===== config.mk =====
export PLATFORM = sky130hd
export DESIGN_NAME = nn_eval_sequencer
export DESIGN_NICKNAME = d
export VERILOG_FILES = /design/src/rtl/nn_pkg.sv /design/src/rtl/nn_argmax.sv /design/src/rtl/nn_eval_sequencer.sv
export SDC_FILE = /design/constraint.sdc
export NUM_CORES = 1
export LEC_CHECK = 0
export BUFFER_PORTS_ARGS = -buffer_cell sky130_fd_sc_hd__buf_2
export CAP_MARGIN = 10
export CORE_MARGIN = 1.5
export CORE_UTILIZATION = 61
export DETAILED_ROUTE_END_ITERATION = 8
export PLACE_DENSITY = 0.89
export SKIP_CTS_REPAIR_TIMING = 1
export SYNTH_ARGS = -nofsm -noshare
export SYNTH_HDL_FRONTEND = slang
export SYNTH_HIERARCHICAL = 1
export SYNTH_SLANG_ARGS = --single-unit
export TNS_END_PERCENT = 1

===== constraint.sdc =====
create_clock -name clk -period 3.9 [get_ports clk]
set_clock_uncertainty 0.2 [all_clocks]
set_input_delay 0.78 -clock clk [delete_from_list [all_inputs] [get_ports clk]]
set_output_delay 0.78 -clock clk [all_outputs]
set_load 0.02 [all_outputs]

===== src/rtl/nn_pkg.sv =====
// Shared constants, FSM state type and score-slice helper for the evaluation sequencer.
package nn_pkg;

    localparam int DEF_N_SAMPLES_MAX = 750;
    localparam int DEF_N_CLASSES     = 10;
    localparam int DEF_SCORE_W       = 8;

    typedef enum logic [2:0] {
        S_IDLE     = 3'd0,
        S_FETCH    = 3'd1,
        S_RUN      = 3'd2,
        S_WAIT     = 3'd3,
        S_CLASSIFY = 3'd4,
        S_UPDATE   = 3'd5,
        S_DONE     = 3'd6
    } state_t;

    // Bit offset of class cls inside the packed score vector.
    function automatic int score_lsb(input int cls, input int score_w);
        return cls * score_w;
    endfunction

endpackage


===== src/rtl/nn_argmax.sv =====
// Combinational signed argmax over the packed class scores; the lowest index wins a tie.
module nn_argmax
    import nn_pkg::*;
#(
    parameter int N_CLASSES = DEF_N_CLASSES,
    parameter int SCORE_W   = DEF_SCORE_W,
    parameter int LABEL_W   = 4
) (
    input  logic [N_CLASSES*SCORE_W-1:0] scores_i,
    output logic [LABEL_W-1:0]           idx_o
);

    logic signed [SCORE_W-1:0] best;

    // Linear scan; strict greater-than keeps the earlier class on equal scores.
    always_comb begin
        best  = $signed(scores_i[SCORE_W-1:0]);
        idx_o = '0;
        for (int c = 1; c < N_CLASSES; c++) begin
            if ($signed(scores_i[score_lsb(c, SCORE_W) +: SCORE_W]) > best) begin
                best  = $signed(scores_i[score_lsb(c, SCORE_W) +: SCORE_W]);
                idx_o = LABEL_W'(c);
            end
        end
    end

endmodule


===== src/rtl/nn_eval_sequencer.sv =====
// Evaluation sequencer: fetches each sample and label, starts the layer datapath,
// takes the argmax of the returned scores and counts correct predictions.
//
// Handshakes: mem_req is a level held through FETCH until a cycle with mem_valid=1,
// which completes the transfer (label captured, in_load mirrors mem_valid). layer_start
// is a single-cycle pulse; layer_done is a single-cycle pulse honoured only in WAIT,
// with scores valid in that same cycle. mem_valid outside FETCH is ignored.
module nn_eval_sequencer
    import nn_pkg::*;
#(
    parameter int N_SAMPLES_MAX = DEF_N_SAMPLES_MAX,
    parameter int N_CLASSES     = DEF_N_CLASSES,
    parameter int SCORE_W       = DEF_SCORE_W,
    parameter int ADDR_W        = $clog2(N_SAMPLES_MAX),
    parameter int CNT_W         = $clog2(N_SAMPLES_MAX + 1),
    parameter int LABEL_W       = 4
) (
    input  logic                         clk,
    input  logic                         rst,
    input  logic                         start,
    input  logic [CNT_W-1:0]             num_samples,
    output logic [ADDR_W-1:0]            mem_addr,
    output logic                         mem_req,
    input  logic                         mem_valid,
    input  logic [LABEL_W-1:0]           label,
    output logic                         in_load,
    output logic                         layer_start,
    input  logic                         layer_done,
    input  logic [N_CLASSES*SCORE_W-1:0] scores,
    output logic [LABEL_W-1:0]           pred,
    output logic                         pred_valid,
    output logic                         busy,
    output logic                         done,
    output logic [CNT_W-1:0]             accuracy,
    output state_t                       dbg_state
);

    state_t             state_q, state_d;
    logic [CNT_W-1:0]   n_q, n_d;
    logic [CNT_W-1:0]   idx_q, idx_d;
    logic [CNT_W-1:0]   acc_q, acc_d;
    logic [LABEL_W-1:0] label_q, label_d;
    logic [LABEL_W-1:0] pred_q, pred_d;
    logic               hit_q, hit_d;
    logic [LABEL_W-1:0] amax_idx;

    nn_argmax #(
        .N_CLASSES (N_CLASSES),
        .SCORE_W   (SCORE_W),
        .LABEL_W   (LABEL_W)
    ) u_argmax (
        .scores_i (scores),
        .idx_o    (amax_idx)
    );

    // State and datapath registers; reset drops everything, including any outstanding request.
    always_ff @(posedge clk or negedge rst) begin
        if (!rst) begin
            state_q <= S_IDLE;
            n_q     <= '0;
            idx_q   <= '0;
            acc_q   <= '0;
            label_q <= '0;
            pred_q  <= '0;
            hit_q   <= 1'b0;
        end else begin
            state_q <= state_d;
            n_q     <= n_d;
            idx_q   <= idx_d;
            acc_q   <= acc_d;
            label_q <= label_d;
            pred_q  <= pred_d;
            hit_q   <= hit_d;
        end
    end

    // Next-state and Moore outputs; the index stops at n-1 so the final address stays visible.
    always_comb begin
        state_d     = state_q;
        n_d         = n_q;
        idx_d       = idx_q;
        acc_d       = acc_q;
        label_d     = label_q;
        pred_d      = pred_q;
        hit_d       = hit_q;
        mem_req     = 1'b0;
        in_load     = 1'b0;
        layer_start = 1'b0;
        pred_valid  = 1'b0;
        busy        = 1'b1;
        done        = 1'b0;

        unique case (state_q)
            S_IDLE, S_DONE: begin
                busy = 1'b0;
                done = (state_q == S_DONE);
                if (start) begin
                    n_d     = (num_samples > CNT_W'(N_SAMPLES_MAX)) ? CNT_W'(N_SAMPLES_MAX)
                                                                    : num_samples;
                    idx_d   = '0;
                    acc_d   = '0;
                    state_d = (n_d == '0) ? S_DONE : S_FETCH;
                end
            end
            S_FETCH: begin
                mem_req = 1'b1;
                in_load = mem_valid;
                if (mem_valid) begin
                    label_d = label;
                    state_d = S_RUN;
                end
            end
            S_RUN: begin
                layer_start = 1'b1;
                state_d     = S_WAIT;
            end
            S_WAIT: begin
                if (layer_done) begin
                    pred_d  = amax_idx;
                    state_d = S_CLASSIFY;
                end
            end
            S_CLASSIFY: begin
                pred_valid = 1'b1;
                // Labels outside the class range can never be matched.
                hit_d      = (pred_q == label_q) &&
                             ({1'b0, label_q} < (LABEL_W + 1)'(N_CLASSES));
                state_d    = S_UPDATE;
            end
            S_UPDATE: begin
                acc_d = acc_q + CNT_W'(hit_q);
                if (idx_q + CNT_W'(1) == n_q) begin
                    state_d = S_DONE;
                end else begin
                    idx_d   = idx_q + CNT_W'(1);
                    state_d = S_FETCH;
                end
            end
            default: state_d = S_IDLE;
        endcase
    end

    assign mem_addr  = ADDR_W'(idx_q);
    assign pred      = pred_q;
    assign accuracy  = acc_q;
    assign dbg_state = state_q;

endmodule


==> results of run 1 <==
-- logic make-up after synthesis --
logic type,synth area share [%]
simple gates,24.61
compound gates,27.44
buf+inv,6.099
fa+ha+maj,14.41
flops,18.23
mux,5.926
xor+xnor,3.278
-- stage by stage --
stage | cell area (µm²) | worst slack [ps] | TNS, ps | hold slack (ps)
floorplan | 5979 | -12650 | -50470 | 247.3
global placement | 8041 | -12280 | -49050 | 282.4
detailed placement | 8041 | -13600 | -54340 | 297.2
CTS | 8120 | -13340 | -53270 | 311.6
-- layer usage --
layer	global-route usage, %	overflow
met1	76.71	0
met2	96.23	22
met3	64.28	0
met4	83.10	17
met5	31.79	0
==> results.md, run 1 <==
* Halt Stage: global routing (5_1_grt)
* Status: did not finish
* Worst-path end type: register data pin
* Cell variety after synth at between 90 and 100
* Seq/Total Area, Yosys at ~18%
* GPL Wtd Cong at around 1.0
* Die extent in y at about 100 µm
* Rows at 35
* I/O pin cnt at around 130
* Grt ovf at 39
* Post-synth EDFFs at 0
* Mapped cell area at 5764 µm²
* Syn nets at 894
* Starting Density at 62.68%
* Stop err: [ERROR GRT-0232] Routing congestion too high. Check the congestion heatmap in the GUI.
* Placed cells at roughly 1100
* Worst endpoint, post-GRT repair: pred[2]$_DFFE_PN0P_/D
* Ys async rst share at 100.0%
* Most common cell in the synthesized netlist: nand2_1
* Largest net degree at the start of global routing at 43
* Syn Inst Count at 732
* H-tree Lvls at 2
* Max Root-Sink Buffers at 2
* Root buf cell: clkbuf_8
* Commonest cells in the netlist: 69 x nand2_1, 63 x ha_1, 61 x nor2_1, 57 x inv_1, 42 x dfrtp_1
* Port bufs at 131
* Mean Syn Cell Area at 7.875 µm²
* Total CTS buffers at 5
* YS warnings at 6
* Total track usage at between 70% and 80%
* Clock sink count at 42
* Area leader, netlist: dfrtp_1
* Top_reg_cell synth: dfrtp_1
* Synth top area share at a little under a fifth
* Area contributors post-synth: dfrtp_1 18%, ha_1 14%, nand2_1 4.5%
* DP HPWL at approximately 18 mm
* Die width at roughly 100 µm
* Yosys reg bits at 42
==> run 2, diff against run 1 <==
--- a/config.mk
+++ b/config.mk
@@ -8,9 +8,9 @@
 export BUFFER_PORTS_ARGS = -buffer_cell sky130_fd_sc_hd__buf_2
 export CAP_MARGIN = 10
 export CORE_MARGIN = 1.5
-export CORE_UTILIZATION = 61
+export CORE_UTILIZATION = 40
 export DETAILED_ROUTE_END_ITERATION = 8
-export PLACE_DENSITY = 0.89
+export PLACE_DENSITY_LB_ADDON = 0.15
 export SKIP_CTS_REPAIR_TIMING = 1
 export SYNTH_ARGS = -nofsm -noshare
 export SYNTH_HDL_FRONTEND = slang
==> results.md, run 2 <==
* Status: complete, but fails checks
* Violated checks: setup timing
* Commonest non-fill, non-tap cell in the layout: buf_4
* YS warnings at 6 (unchanged)
* Antenna violations before repair at 0
* Final critical-path setup slack at -12730 ps
* Wire per inst at around 16 µm
* Port bufs at 131 (unchanged)
* Starting Density at 41.21% (-21 points)
* Synth-to-Final Area Change at 55.85%
* Die area at approximately 15000 µm²
* Cell variety after synth at 93 (unchanged)
* Vias at between 7000 and 8000
* DP HPWL at 15.67 mm (-14%)
* Worst Path Max Fanout at 6
* Worst-Margin Slew at about 940 ps
* Drt drc at 0
* Simple-gate share of the synthesized area at 24.61% (unchanged)
* Final Hold Vio Count at 0
* Area leader, netlist: dfrtp_1
* Xor/xnor share of the synthesized area at 3.278% (unchanged)
* Ys async rst share at 100.0% (unchanged)
* Root buf cell: clkbuf_16
* Drt pass-1 iters at 5
* Layout Nets at between 1000 and 1500
* Fmax at about 60 MHz
* Leakage at around 4.4 nW
* CP arrival at 16650 ps
* Design Power at 8.842 mW
* Fillers at 1191
* Ratio of final minimum period to clock period at 426.3%
* Core box area at about 14000 µm²
* Syn Inst Count at 732 (unchanged)
* Total track usage at 24.99%
* Total CTS buffers at 5 (unchanged)
* FF+latch area at between 1000 and 1500 µm²
* Final min period at ~17000 ps
* Vias per inst at 5.605
* Compound-Gate Fraction of Synth Area at 27.44% (unchanged)
* Fin. max-slew vios at 0
* Mapped cell area at 5764 µm² (unchanged)
* DRT antenna net count at 0
* TritonCTS clock tree: done
* Rows at 43 (+23%)
* Clock sink count at 42 (unchanged)
* Most common cell in the synthesized netlist: nand2_1
* Final Core Density at ~64%
* Critical path's slowest cell: or4b_4
* Number of global-route vias before repair at 6845
* Unrepaired setup endpoints after global routing: true
* Syn nets at 894 (unchanged)
* Commonest cells in the netlist: 69 x nand2_1, 63 x ha_1, 61 x nor2_1, 57 x inv_1, 42 x dfrtp_1
* VDD IR max at 0.0009592 V
* H-tree Lvls at 2 (unchanged)
* Most frequent cells in the layout: 229 x buf_4, 131 x buf_2, 64 x nand2_1
* DRT iter0 DRCs at 470
* Max Root-Sink Buffers at 2 (unchanged)
* Max-Cap Viols at 0
* Largest net degree at the start of global routing at 43
* Final setup fails at 4
* Grt ovf at 0
* Worst path top cell family by delay: compound AO/OA/AOI/OAI gates
* Hold Crit Class: flop to flop
* Die width at 123.0 µm (+23%)
* Final hold slack at ~290 ps
* Crit path buffers/inverters at 7
* Power Density at a little under 1000 nW/µm²
* Die extent in y at 123.0 µm (+23%)
* DRT Wirelength at 20.24 mm
* Largest family of logic cells by synthesized area: compound AO/OA/AOI/OAI gates
* Startpoint types: primary input
* Mux contribution to synthesized area at 5.926% (unchanged)
* CTS clk-pin slew, worst paths at ~60 ps
* Mean Syn Cell Area at 7.875 µm² (unchanged)
* First-pass GRT wire length at approximately 31 mm
* I/O pin cnt at 132 (unchanged)
* Worst slew margin at between 30% and 40%
* Post-synth EDFFs at 0 (unchanged)
* ANT cells at 0
* Area contributors post-synth: dfrtp_1 18%, ha_1 14%, nand2_1 4.5%
* Crit path top cell by count: a21oi_2
* Worst-Skew Late Latency at 280 ps
* Endpoint class of the critical path: flop
* Critical path class: primary input to flop
* Worst Path Required at just under 4000 ps
* Share of cells above drive strength 1 at 46.44%
* Synth top area share at 18.23% (unchanged)
* GPL Wtd Cong at 0.9432 (-10%)
* Synth Area in Adders at 14.41% (unchanged)
* Multi-input gate area at slightly below 5000 µm²
* Yosys reg bits at 42 (unchanged)
* Top_reg_cell synth: dfrtp_1
* Seq/Total Area, Yosys at 18.23% (unchanged)
* Slowest stage delay, CP at about 560 ps
## run 2: worst paths after layout
kind	from	end	slack, ps	depth (start not counted)
hold / removal	accuracy[9]$_DFFE_PN0P_	accuracy[9]$_DFFE_PN0P_	290	1
hold reg to reg	accuracy[9]$_DFFE_PN0P_	accuracy[9]$_DFFE_PN0P_	290	1
setup / recovery	scores[2]	pred[1]$_DFFE_PN0P_	-12730	92
min in group asynchronous	rst	mem_addr[6]$_DFFE_PN0P_	440	1
setup reg to reg	mem_addr[0]$_DFFE_PN0P_	dbg_state[0]$_DFFE_PN0P_	740	8
max in group asynchronous	rst	n_q[3]$_DFFE_PN0P_	2470	1
## run 2: final cells by class
| class | count | share of cell area [%] |
|---|---|---|
| Clock buffer | 6 | 1.435 |
| Clock inverter | 2 | 0.4178 |
| Inverter | 57 | 2.382 |
| Multi-Input combinational cell | 611 | 54.75 |
| Sequential cell | 42 | 11.70 |
| Tap cell | 180 | 2.507 |
| Timing Repair Buffer | 363 | 26.81 |
## run 2: cell families after synthesis
family	after synthesis
adders and majority gates	67
and+or+nand+nor	272
DFF	42
buffers and inverters	82
xor gates and xnor gates	19
AOI/OAI and AO/OA	218
muxes	32
## run 2: metrics by stage
step	setup WS, ps	std cells	instance area, µm²	TNS (ps)
after floorplan	-12650	732	5979	-50470
after global placement	-12400	1228	8255	-49550
after detailed placement	-12800	1228	8255	-51160
after CTS	-12590	1236	8422	-50280
after global routing	-13570	1261	8984	-54140
final	-12730	1261	8984	-50760
## run 2: where the power goes
group | switching, mW | internal, mW | total (mW)
sequential | 0.182 | 0.561 | 0.743
clock | 0.168 | 0.302 | 0.470
combinational | 3.63 | 4.00 | 7.63
total | 3.98 | 4.86 | 8.84
## run 2: metal layers
metal / global-route usage [%] / share of wire [%] / routed length (µm)
met2: 45.00 / 50 / 10190
met5: 0 / 0 / 0
met3: 2.030 / 3.9 / 799
met1: 32.48 / 45 / 9056
met4: 5.532 / 0.96 / 195
(Power assumes the default switching activity.)
